`config.mk`:
```
export PLATFORM = sky130hd
export DESIGN_NAME = sat_counter
export DESIGN_NICKNAME = d
export VERILOG_FILES = /design/src/rtl/counter_stream_checker_sat_counter.sv
export SDC_FILE = /design/constraint.sdc
export NUM_CORES = 1
export LEC_CHECK = 0
export CORE_ASPECT_RATIO = 0.8
export CORE_MARGIN = 3
export CORE_UTILIZATION = 49
export DETAILED_ROUTE_END_ITERATION = 12
export GPL_ROUTABILITY_DRIVEN = 0
export PLACE_DENSITY_LB_ADDON = 0.08
export RECOVER_POWER = 25
export REMOVE_ABC_BUFFERS = 1
export SETUP_SLACK_MARGIN = 0.05
export SLEW_MARGIN = 40
export SYNTH_ARGS = -nofsm -noshare
export SYNTH_HDL_FRONTEND = slang
export SYNTH_SLANG_ARGS = --single-unit
```
`constraint.sdc`:
```
create_clock -name clk -period 2.1 [get_ports clk]
set_input_delay 0.21 -clock clk [delete_from_list [all_inputs] [get_ports clk]]
set_output_delay 0.21 -clock clk [all_outputs]
set_load 0.1 [all_outputs]
```
`src/rtl/counter_stream_checker_sat_counter.sv`:
```
// sat_counter: saturating up-counter with priority clear
module sat_counter #(
  parameter int W = 16
) (
  input  logic         clk,
  input  logic         rst,
  input  logic         inc,
  input  logic         clr,
  output logic [W-1:0] q
);
  always_ff @(posedge clk or posedge rst)
    if (rst) q <= '0;
    else if (clr) q <= '0;
    else if (inc && !(&q)) q <= q + W'(1);
endmodule

```
Word-level counts from Yosys, hierarchy flattened --
Cells that the tools add are included.
Storage, ports and cells: input bits 4, output and inout bits 16, register bits 16, word-level logic and storage cells 8
Operators by class: mux-type cells 2, $add $sub $neg 1, reductions and logical operators 4
Operators with widths (count):
- $mux 16 | 2
- $add 16x1->16 const B | 1
- $reduce_and 16->1 | 1
- $reduce_bool 2->1 | 1
- $logic_and 1x1->1 | 1
- $logic_not 1->1 | 1

Depth between registers and ports, before layout --
Gate-level depths: netlist (run 1).
depth in word-level cells 5, depth in mapped cells 6, gate-level depth less buffers 5

Worst setup path before layout (run 1) --
Ideal clock, no wire load.
path type reg2reg, start register q[1], end register q[12], setup time 0.078 ns, arrival 2.392 ns, path slack -0.370 ns, clock period less this slack 2.470 ns, buffers on the path 1, stages on the path, launching flop included 7, data required time 2.022 ns, cell sequence dfrtp_1 -> ha_1 -> nand2_1 -> or3_1 -> buf_2 -> or4_1 -> a21oi_1
Between the ends: word-level cells in the longest chain between the ends 4, elaborated cells between the ends (all ways) 7, classes of those cells add/sub (1); mux (2); reduce/logical (4)
RTL lines:
- start: declaration | RTL line 9 | output logic [W-1:0] q
- start signal: assignment | RTL line 14 | else if (inc && !(&q)) q <= q + W'(1);
- branches (longest 4 deep; another with $add 16x1->16)
Parallel ways; which one is timed is not known. The select of a mux whose other input is x is not followed. A chain may end at the register's enable or synchronous reset.

Worst setup path in the final report (run 1) --
start register q[1], end register q[10]
The elaborated chain is that of the path after synthesis.

==> results of run 1 <==
logic make-up (layout without fill, tap and decap cells):
group	Yosys count	count (layout)
compound gates	27	27
simple gates	46	46
flops	16	16
buf+inv	10	34
fa+ha+maj	1	1
mux	4	4
worst max path at each step:
stage | startpoint | endpoint | slack, ns | depth (start not counted)
after global routing | q[1]$_DFFE_PP0P_ | q[10]$_DFFE_PP0P_ | 0.08 | 6
final | q[1]$_DFFE_PP0P_ | q[10]$_DFFE_PP0P_ | 0.19 | 6
after floorplan | q[1]$_DFFE_PP0P_ | q[12]$_DFFE_PP0P_ | -0.33 | 5
after detailed placement | inc | q[15]$_DFFE_PP0P_ | 0.05 | 5
after global placement | inc | q[13]$_DFFE_PP0P_ | 0.11 | 5
after CTS | q[1]$_DFFE_PP0P_ | q[12]$_DFFE_PP0P_ | 0.21 | 5
critical path, cell delays in order, from the launching register on:
cell and delay (ns):
dfrtp_1 0.43, ha_1 0.26, nand2_1 0.12, or3_1 0.40
buf_4 0.18, or3_1 0.31, a21oi_1 0.14
final cells by class:
cell class | count | area share
clock buffers | 3 | 0.01959
well taps | 22 | 0.02394
flip-flops and latches | 16 | 0.3482
repair buffers | 25 | 0.1697
inverters | 6 | 0.01959
multi-input cells | 78 | 0.4189
cell usage after synthesis, types with 3 or more instances:
library cell and instances:
mux2_2 3, or3_1 8, or4_1 3, a21oi_1 8, dfrtp_1 16, nand3_1 5, o31ai_1 5, inv_1 6
nand2_1 6, o21ai_0 5, nor2_1 9, nand2b_1 4
metal layers:
layer | up-vias | share of wire
li1 | 428 | -
met5 | - | 0
met1 | 400 | 0.51
met2 | 30 | 0.43
met3 | 2 | 0.058
met4 | 0 | 0.0057
metrics by stage:
| stage | cell area [µm²] | hold slack (ns) | setup TNS (ns) | setup WS, ns | instances |
|---|---|---|---|---|---|
| finish | 1150 | 0.4341 | 0 | 0.1900 | 150 |
| global route | 1150 | 0.4788 | 0 | 0.07973 | 150 |
| CTS | 1150 | 0.3197 | 0 | 0.2138 | 150 |
| detailed placement | 1127 | 0.5424 | 0 | 0.04891 | 147 |
| global placement | 1127 | 0.5234 | 0 | 0.1084 | 147 |
| floorplan | 904.6 | 0.1237 | -2.155 | -0.3327 | 100 |
power breakdown:
group / switching, mW / total, mW / internal (mW)
Clock: 0.0973 / 0.164 / 0.0667
Combinational: 0.0517 / 0.0737 / 0.0220
Sequential: 0.00394 / 0.315 / 0.312
==> tab_implementation.tex, run 1 <==
\begin{tabular}{lr}
\hline
Metric & Value \\
\hline
\multicolumn{2}{l}{\textbf{Run status}} \\
Result of the run & finished clean \\
\multicolumn{2}{l}{\textbf{Yosys}} \\
Number of enable-type register cells in the synthesized netlist & 0 \\
Synth Cell Area & 922.1 µm² \\
Synth area leaders & dfrtp\_1 43\%, or3\_1 5.4\%, a21oi\_1 4.3\%, o31ai\_1 4.1\%, nor2\_1 3.7\% \\
Synth Area in XOR/XNOR & 0 \\
Average cell area after synthesis & 8.867 µm² \\
Sequential-to-total area share from yosys stat & 0.4342 \\
\#FFs+latches synth & 16 \\
Largest family of logic cells by synthesized area & simple AND/OR/NAND/NOR gates \\
Area fraction of the dominant cell type after synthesis & 0.4342 \\
Leading register cell type out of synthesis & dfrtp\_1 \\
Async SR Flop Fraction & 1.000 \\
Largest area contributor in the synthesized netlist & dfrtp\_1 \\
Share of synthesized cell area in and, or, nand and nor gates & 0.2768 \\
Netlist cell types & 33 \\
Proportion of synthesized area in mux cells & 0.04749 \\
Gate count of the mapped netlist & 104 \\
Post-synthesis share of cell area spent on full adders, half adders and majority gates & 0.01357 \\
Number of warnings reported in the yosys synthesis log & 0 \\
Synth Area in Compound Gates & 0.1845 \\
\multicolumn{2}{l}{\textbf{Die}} \\
Rows & 13 \\
Die area & 0.002442 mm² \\
Height of the die & 44.80 µm \\
Initial Utilization & 0.5451 \\
I/O Pins & 20 \\
Die outline width & 54.50 µm \\
Core ar. & 0.001692 mm² \\
\multicolumn{2}{l}{\textbf{STA}} \\
Rel. slew slack & 0.5854 \\
Total of endpoints with negative setup slack in the final report & 0 \\
Achievable clock frequency & 523.6 MHz \\
Tmin final & 1.910 ns \\
Skew final & 0.001843 ns \\
Slew at the pin with the worst max-slew slack & 0.6212 ns \\
Setup repair after global routing missed its margin & no \\
Portion of the clock cycle consumed by the worst path in the final layout & 0.9095 \\
Max Transition Viols Final & 0 \\
Hold Vio Cnt, Final & 0 \\
\multicolumn{2}{l}{\textbf{Clocking}} \\
CTS resizes & 0 \\
Skew-Pair Late Insertion Delay & 0.29 ns \\
Sinks on the clock net & 16 \\
Clock Tree Root & clkbuf\_4 \\
Number of H-tree levels & 1 \\
Maximum count of clock buffers along a single path & 2 \\
Clock transition time at the flip-flop clock pins of the worst setup and hold paths & 0.09 ns \\
Inserted Clock Buffers & 3 \\
Clock tree from TritonCTS & yes \\
Number of hold buffers added after CTS & 0 \\
Post-CTS repair timing setup buffer count & 0 \\
\multicolumn{2}{l}{\textbf{Worst hold path}} \\
Tightest Hold Check Type & in2async \\
\multicolumn{2}{l}{\textbf{Global route}} \\
First-pass GRT wire length & 3.470 mm \\
Total Routing Usage GR & 0.2026 \\
Pin count of the biggest net entering global routing & 17 \\
Sum of overflow across all layers after global routing & 0 \\
Met2 Usage GRT & 0.2840 \\
Met3 usage in global routing & 0.07261 \\
Via count of the first global-routing pass & 742 \\
Number of antenna violations at the first check in global routing & 0 \\
Most used routing layer in global routing & met1 \\
Met1 track utilization from global routing & 0.2878 \\
\multicolumn{2}{l}{\textbf{Worst setup path}} \\
Setup crit start kind & flop \\
Start-to-end type of the worst setup path & reg2reg \\
Worst path arrival time & 2.13 ns \\
Startpoint of the worst-slack reg-to-reg timing path & q[1]\$\_DFFE\_PP0P\_ \\
Worst setup EP type & flop \\
FF-to-FF setup slack & 0.19 ns \\
Crit Path Max Fanout & 5 \\
R2R cell count & 6 \\
Capturing point of the worst reg2reg path & q[10]\$\_DFFE\_PP0P\_ \\
Required time at the worst-slack endpoint & 2.32 ns \\
\multicolumn{2}{l}{\textbf{Routing}} \\
Count of routing violations after the opening detailed-route iteration & 26 \\
Detailed Routing Iterations Pass 1 & 4 \\
Routed WL per cell & 14.05 µm \\
Vias per cell & 5.733 \\
Routed Wire Length & 2.108 mm \\
Drc violations & 0 \\
Via count of the routed design & 860 \\
DRT antenna net count & 0 \\
\multicolumn{2}{l}{\textbf{Power}} \\
VDD IR-drop max & 0.3376 mV \\
Power Density & 481.1 mW/mm² \\
Final Power & 553.2 µW \\
Static Leakage & 0.4825 nW \\
\multicolumn{2}{l}{\textbf{Layout}} \\
Storage cell area & 400.4 µm² \\
Area of the multi-input gates & 481.7 µm² \\
Fill cell instance count of the final layout & 141 \\
Commonest non-fill, non-tap cell in the layout & buf\_4 \\
Final \#Nets & 135 \\
Antenna diode count & 0 \\
Share of post-route cells with drive strength above 1 & 0.2500 \\
Commonest cells after routing, fill and taps aside & 22 x buf\_4, 16 x dfrtp\_1, 9 x nor2\_1 \\
Layout area overhead & 24.69\% \\
Most flops, register & q \\
Core occupancy in the finished layout & 0.6797 \\
Flip-flop count of the largest register after layout & 16 \\
Registers with the most flip-flops & q: 16 flops \\
\multicolumn{2}{l}{\textbf{Place}} \\
IO buf count & 19 \\
Placed wire-length estimate & 1.562 mm \\
\multicolumn{2}{l}{\textbf{Flow run}} \\
\# Max-Cap Violations & 0 \\
\hline
\end{tabular}
Note: power is estimated with default switching activity, not from simulation.
==> run 2: changes to the inputs <==
--- a/constraint.sdc
+++ b/constraint.sdc
@@ -3,2 +3,2 @@
 set_output_delay 0.21 -clock clk [all_outputs]
-set_load 0.1 [all_outputs]
+set_load 0.01 [all_outputs]
==> run 2 against run 1 <==
Cell count stayed put; sequential power hardly changed; worst setup slack worse by 0.0067 ns; non-clock buffer count stayed put; critical endpoint is now q[12]$_DFFE_PP0P_; die area stayed put; utilization is 2.4 points higher; sequential share of layout area is 1.2 points lower; combinational power is 34% lower; worst hold slack hardly changed; clock skew is 0.0014 ns higher; via count is 1.7% higher.
==> tab_implementation.tex, run 2 (synthesis results as in run 1) <==
\begin{tabular}{lr}
\hline
Metric & Value \\
\hline
\multicolumn{2}{l}{\textbf{Clocking}} \\
Maximum count of clock buffers along a single path & 2 (unchanged) \\
Sinks on the clock net & 16 (unchanged) \\
Number of H-tree levels & 1 (unchanged) \\
CTS resizes & 0 (unchanged) \\
Clock transition time at the flip-flop clock pins of the worst setup and hold paths & 0.09 ns (about the same) \\
Clock tree from TritonCTS & yes \\
Inserted Clock Buffers & 3 (unchanged) \\
Skew-Pair Late Insertion Delay & 0.28 ns (about the same) \\
Post-CTS repair timing setup buffer count & 0 (unchanged) \\
Clock Tree Root & clkbuf\_4 \\
Number of hold buffers added after CTS & 0 (unchanged) \\
\multicolumn{2}{l}{\textbf{Power}} \\
Power Density & 443.9 mW/mm² (-7.7\%) \\
VDD IR-drop max & 0.4559 mV (+35\%) \\
Static Leakage & 0.4503 nW (-6.7\%) \\
\multicolumn{2}{l}{\textbf{Worst setup path}} \\
CP max-delay cell & or4\_1 \\
Cell family with the largest share of critical-path delay & simple AND/OR/NAND/NOR gates \\
Capturing point of the worst reg2reg path & q[12]\$\_DFFE\_PP0P\_ \\
Cell chain of the critical path & ha\_1 > nand2\_1 > or3\_1 > or4\_1 > a21oi\_1 \\
FF-to-FF setup slack & 0.18 ns (about the same) \\
Start-to-end type of the worst setup path & reg2reg \\
Crit Path Max Fanout & 5 (unchanged) \\
Max stage delay on crit path & 0.50 ns (+0.07 ns) \\
Crit path depth & 5 (-1) \\
Startpoint of the worst-slack reg-to-reg timing path & q[1]\$\_DFFE\_PP0P\_ \\
Required time at the worst-slack endpoint & 2.32 ns (about the same) \\
Buf/Inv on CP & 0 (-1) \\
Worst setup EP type & flop \\
Setup crit start kind & flop \\
R2R cell count & 5 (-1) \\
Worst path arrival time & 2.13 ns (about the same) \\
\multicolumn{2}{l}{\textbf{STA}} \\
Achievable clock frequency & 521.7 MHz (-0.35\%) \\
Total of endpoints with negative setup slack in the final report & 0 (unchanged) \\
Tmin final & 1.917 ns (+0.006726 ns) \\
Hold Vio Cnt, Final & 0 (unchanged) \\
Setup repair after global routing missed its margin & no \\
Rel. slew slack & 0.5750 (-0.01046) \\
Skew final & 0.003258 ns (+0.001415 ns) \\
Portion of the clock cycle consumed by the worst path in the final layout & 0.9127 (+0.003203) \\
Slew at the pin with the worst max-slew slack & 0.6369 ns (+0.01567 ns) \\
Total negative setup slack & 0 ns (unchanged) \\
Max Transition Viols Final & 0 (unchanged) \\
\multicolumn{2}{l}{\textbf{Layout}} \\
Core occupancy in the finished layout & 0.7034 (+0.02367) \\
Final \#Nets & 135 (unchanged) \\
Most flops, register & q \\
Layout area overhead & 29.04\% \\
Share of post-route cells with drive strength above 1 & 0.1250 (-0.1250) \\
Commonest non-fill, non-tap cell in the layout & clkdlybuf4s50\_1 \\
Commonest cells after routing, fill and taps aside & 18 x clkdlybuf4s50\_1, 16 x dfrtp\_1, 9 x nor2\_1 \\
Flip-flop count of the largest register after layout & 16 (unchanged) \\
Antenna diode count & 0 (unchanged) \\
Registers with the most flip-flops & q: 16 flops \\
\multicolumn{2}{l}{\textbf{Global route}} \\
Number of antenna violations at the first check in global routing & 0 (unchanged) \\
First-pass GRT wire length & 3.705 mm (+6.8\%) \\
Most used routing layer in global routing & met2 \\
Pin count of the biggest net entering global routing & 17 (unchanged) \\
Total Routing Usage GR & 0.2113 (+0.008689) \\
Met3 usage in global routing & 0.07261 (unchanged) \\
Met1 track utilization from global routing & 0.2899 (+0.002040) \\
Via count of the first global-routing pass & 801 (+8.0\%) \\
Sum of overflow across all layers after global routing & 0 (unchanged) \\
Met2 Usage GRT & 0.3294 (+0.04535) \\
\multicolumn{2}{l}{\textbf{Routing}} \\
Routed WL per cell & 14.82 µm (+5.5\%) \\
Vias per cell & 5.833 (+1.7\%) \\
Via count of the routed design & 875 (+1.7\%) \\
Drc violations & 0 (unchanged) \\
Detailed Routing Iterations Pass 1 & 4 (unchanged) \\
DRT antenna net count & 0 (unchanged) \\
Count of routing violations after the opening detailed-route iteration & 26 (unchanged) \\
Routed Wire Length & 2.223 mm (+5.5\%) \\
\multicolumn{2}{l}{\textbf{Die}} \\
Initial Utilization & 0.5451 (unchanged) \\
Die area & 0.002442 mm² (unchanged) \\
Rows & 13 (unchanged) \\
I/O Pins & 20 (unchanged) \\
Die outline width & 54.50 µm (unchanged) \\
Height of the die & 44.80 µm (unchanged) \\
Core ar. & 0.001692 mm² (unchanged) \\
\multicolumn{2}{l}{\textbf{Worst hold path}} \\
Tightest Hold Check Type & in2async \\
\multicolumn{2}{l}{\textbf{Place}} \\
IO buf count & 19 (unchanged) \\
Placed wire-length estimate & 1.660 mm (+6.3\%) \\
\multicolumn{2}{l}{\textbf{Flow run}} \\
\# Max-Cap Violations & 0 (unchanged) \\
\multicolumn{2}{l}{\textbf{Run status}} \\
Result of the run & finished clean \\
\hline
\end{tabular}
run 2: cell types whose count changed in the layout (fill, tap and decap cells not counted):
cell / before / now
buf_4: 22 / 6
clkdlybuf4s50_1: 2 / 18
run 2: layer usage:
metal | routed length (µm) | share of wire
met5 | 0 | 0
met4 | 13 | 0.0058
met3 | 167 | 0.075
met2 | 1021 | 0.46
met1 | 1022 | 0.46
run 2: worst max path at each step:
stage	startpoint	endpoint	slack [ns]
3_3_place_gp	inc	q[13]$_DFFE_PP0P_	0.10
6_report	q[1]$_DFFE_PP0P_	q[12]$_DFFE_PP0P_	0.18
5_1_grt	q[1]$_DFFE_PP0P_	q[8]$_DFFE_PP0P_	0.07
4_1_cts	q[1]$_DFFE_PP0P_	q[8]$_DFFE_PP0P_	0.20
3_5_place_dp	inc	q[13]$_DFFE_PP0P_	0.05
2_1_floorplan	q[0]$_DFFE_PP0P_	q[12]$_DFFE_PP0P_	0.31
run 2: layout make-up:
| cell class | count | area (µm²) |
|---|---|---|
| tap | 22 | 27.53 |
| multi-input combinational | 78 | 481.7 |
| inverter | 6 | 22.52 |
| sequential | 16 | 400.4 |
| timing repair buffer | 25 | 235.2 |
| clock buffer | 3 | 22.52 |
| fill | 143 | 501.7 |
run 2: report_power, final:
part / internal, mW / leakage [nW] / total, mW / switching [mW]
Combinational: 0.0234 / 0.214 / 0.0488 / 0.0254
Sequential: 0.312 / 0.222 / 0.315 / 0.00386
Clock: 0.0666 / 0.0138 / 0.164 / 0.0973
Total: 0.402 / 0.450 / 0.528 / 0.127
run 2: metrics by stage:
step / instance area [µm²] / total power, mW / instances / setup slack, ns / hold slack, ns
after global routing: 1190 / 0.5559 / 150 / 0.06922 / 0.4825
after CTS: 1190 / 0.5334 / 150 / 0.2032 / 0.3158
after global placement: 1167 / 0.3699 / 147 / 0.1049 / 0.5143
after detailed placement: 1167 / 0.3713 / 147 / 0.05472 / 0.5253
after floorplan: 904.6 / 0.3416 / 100 / 0.3110 / 0.1237
final: 1190 / 0.5282 / 150 / 0.1833 / 0.4343
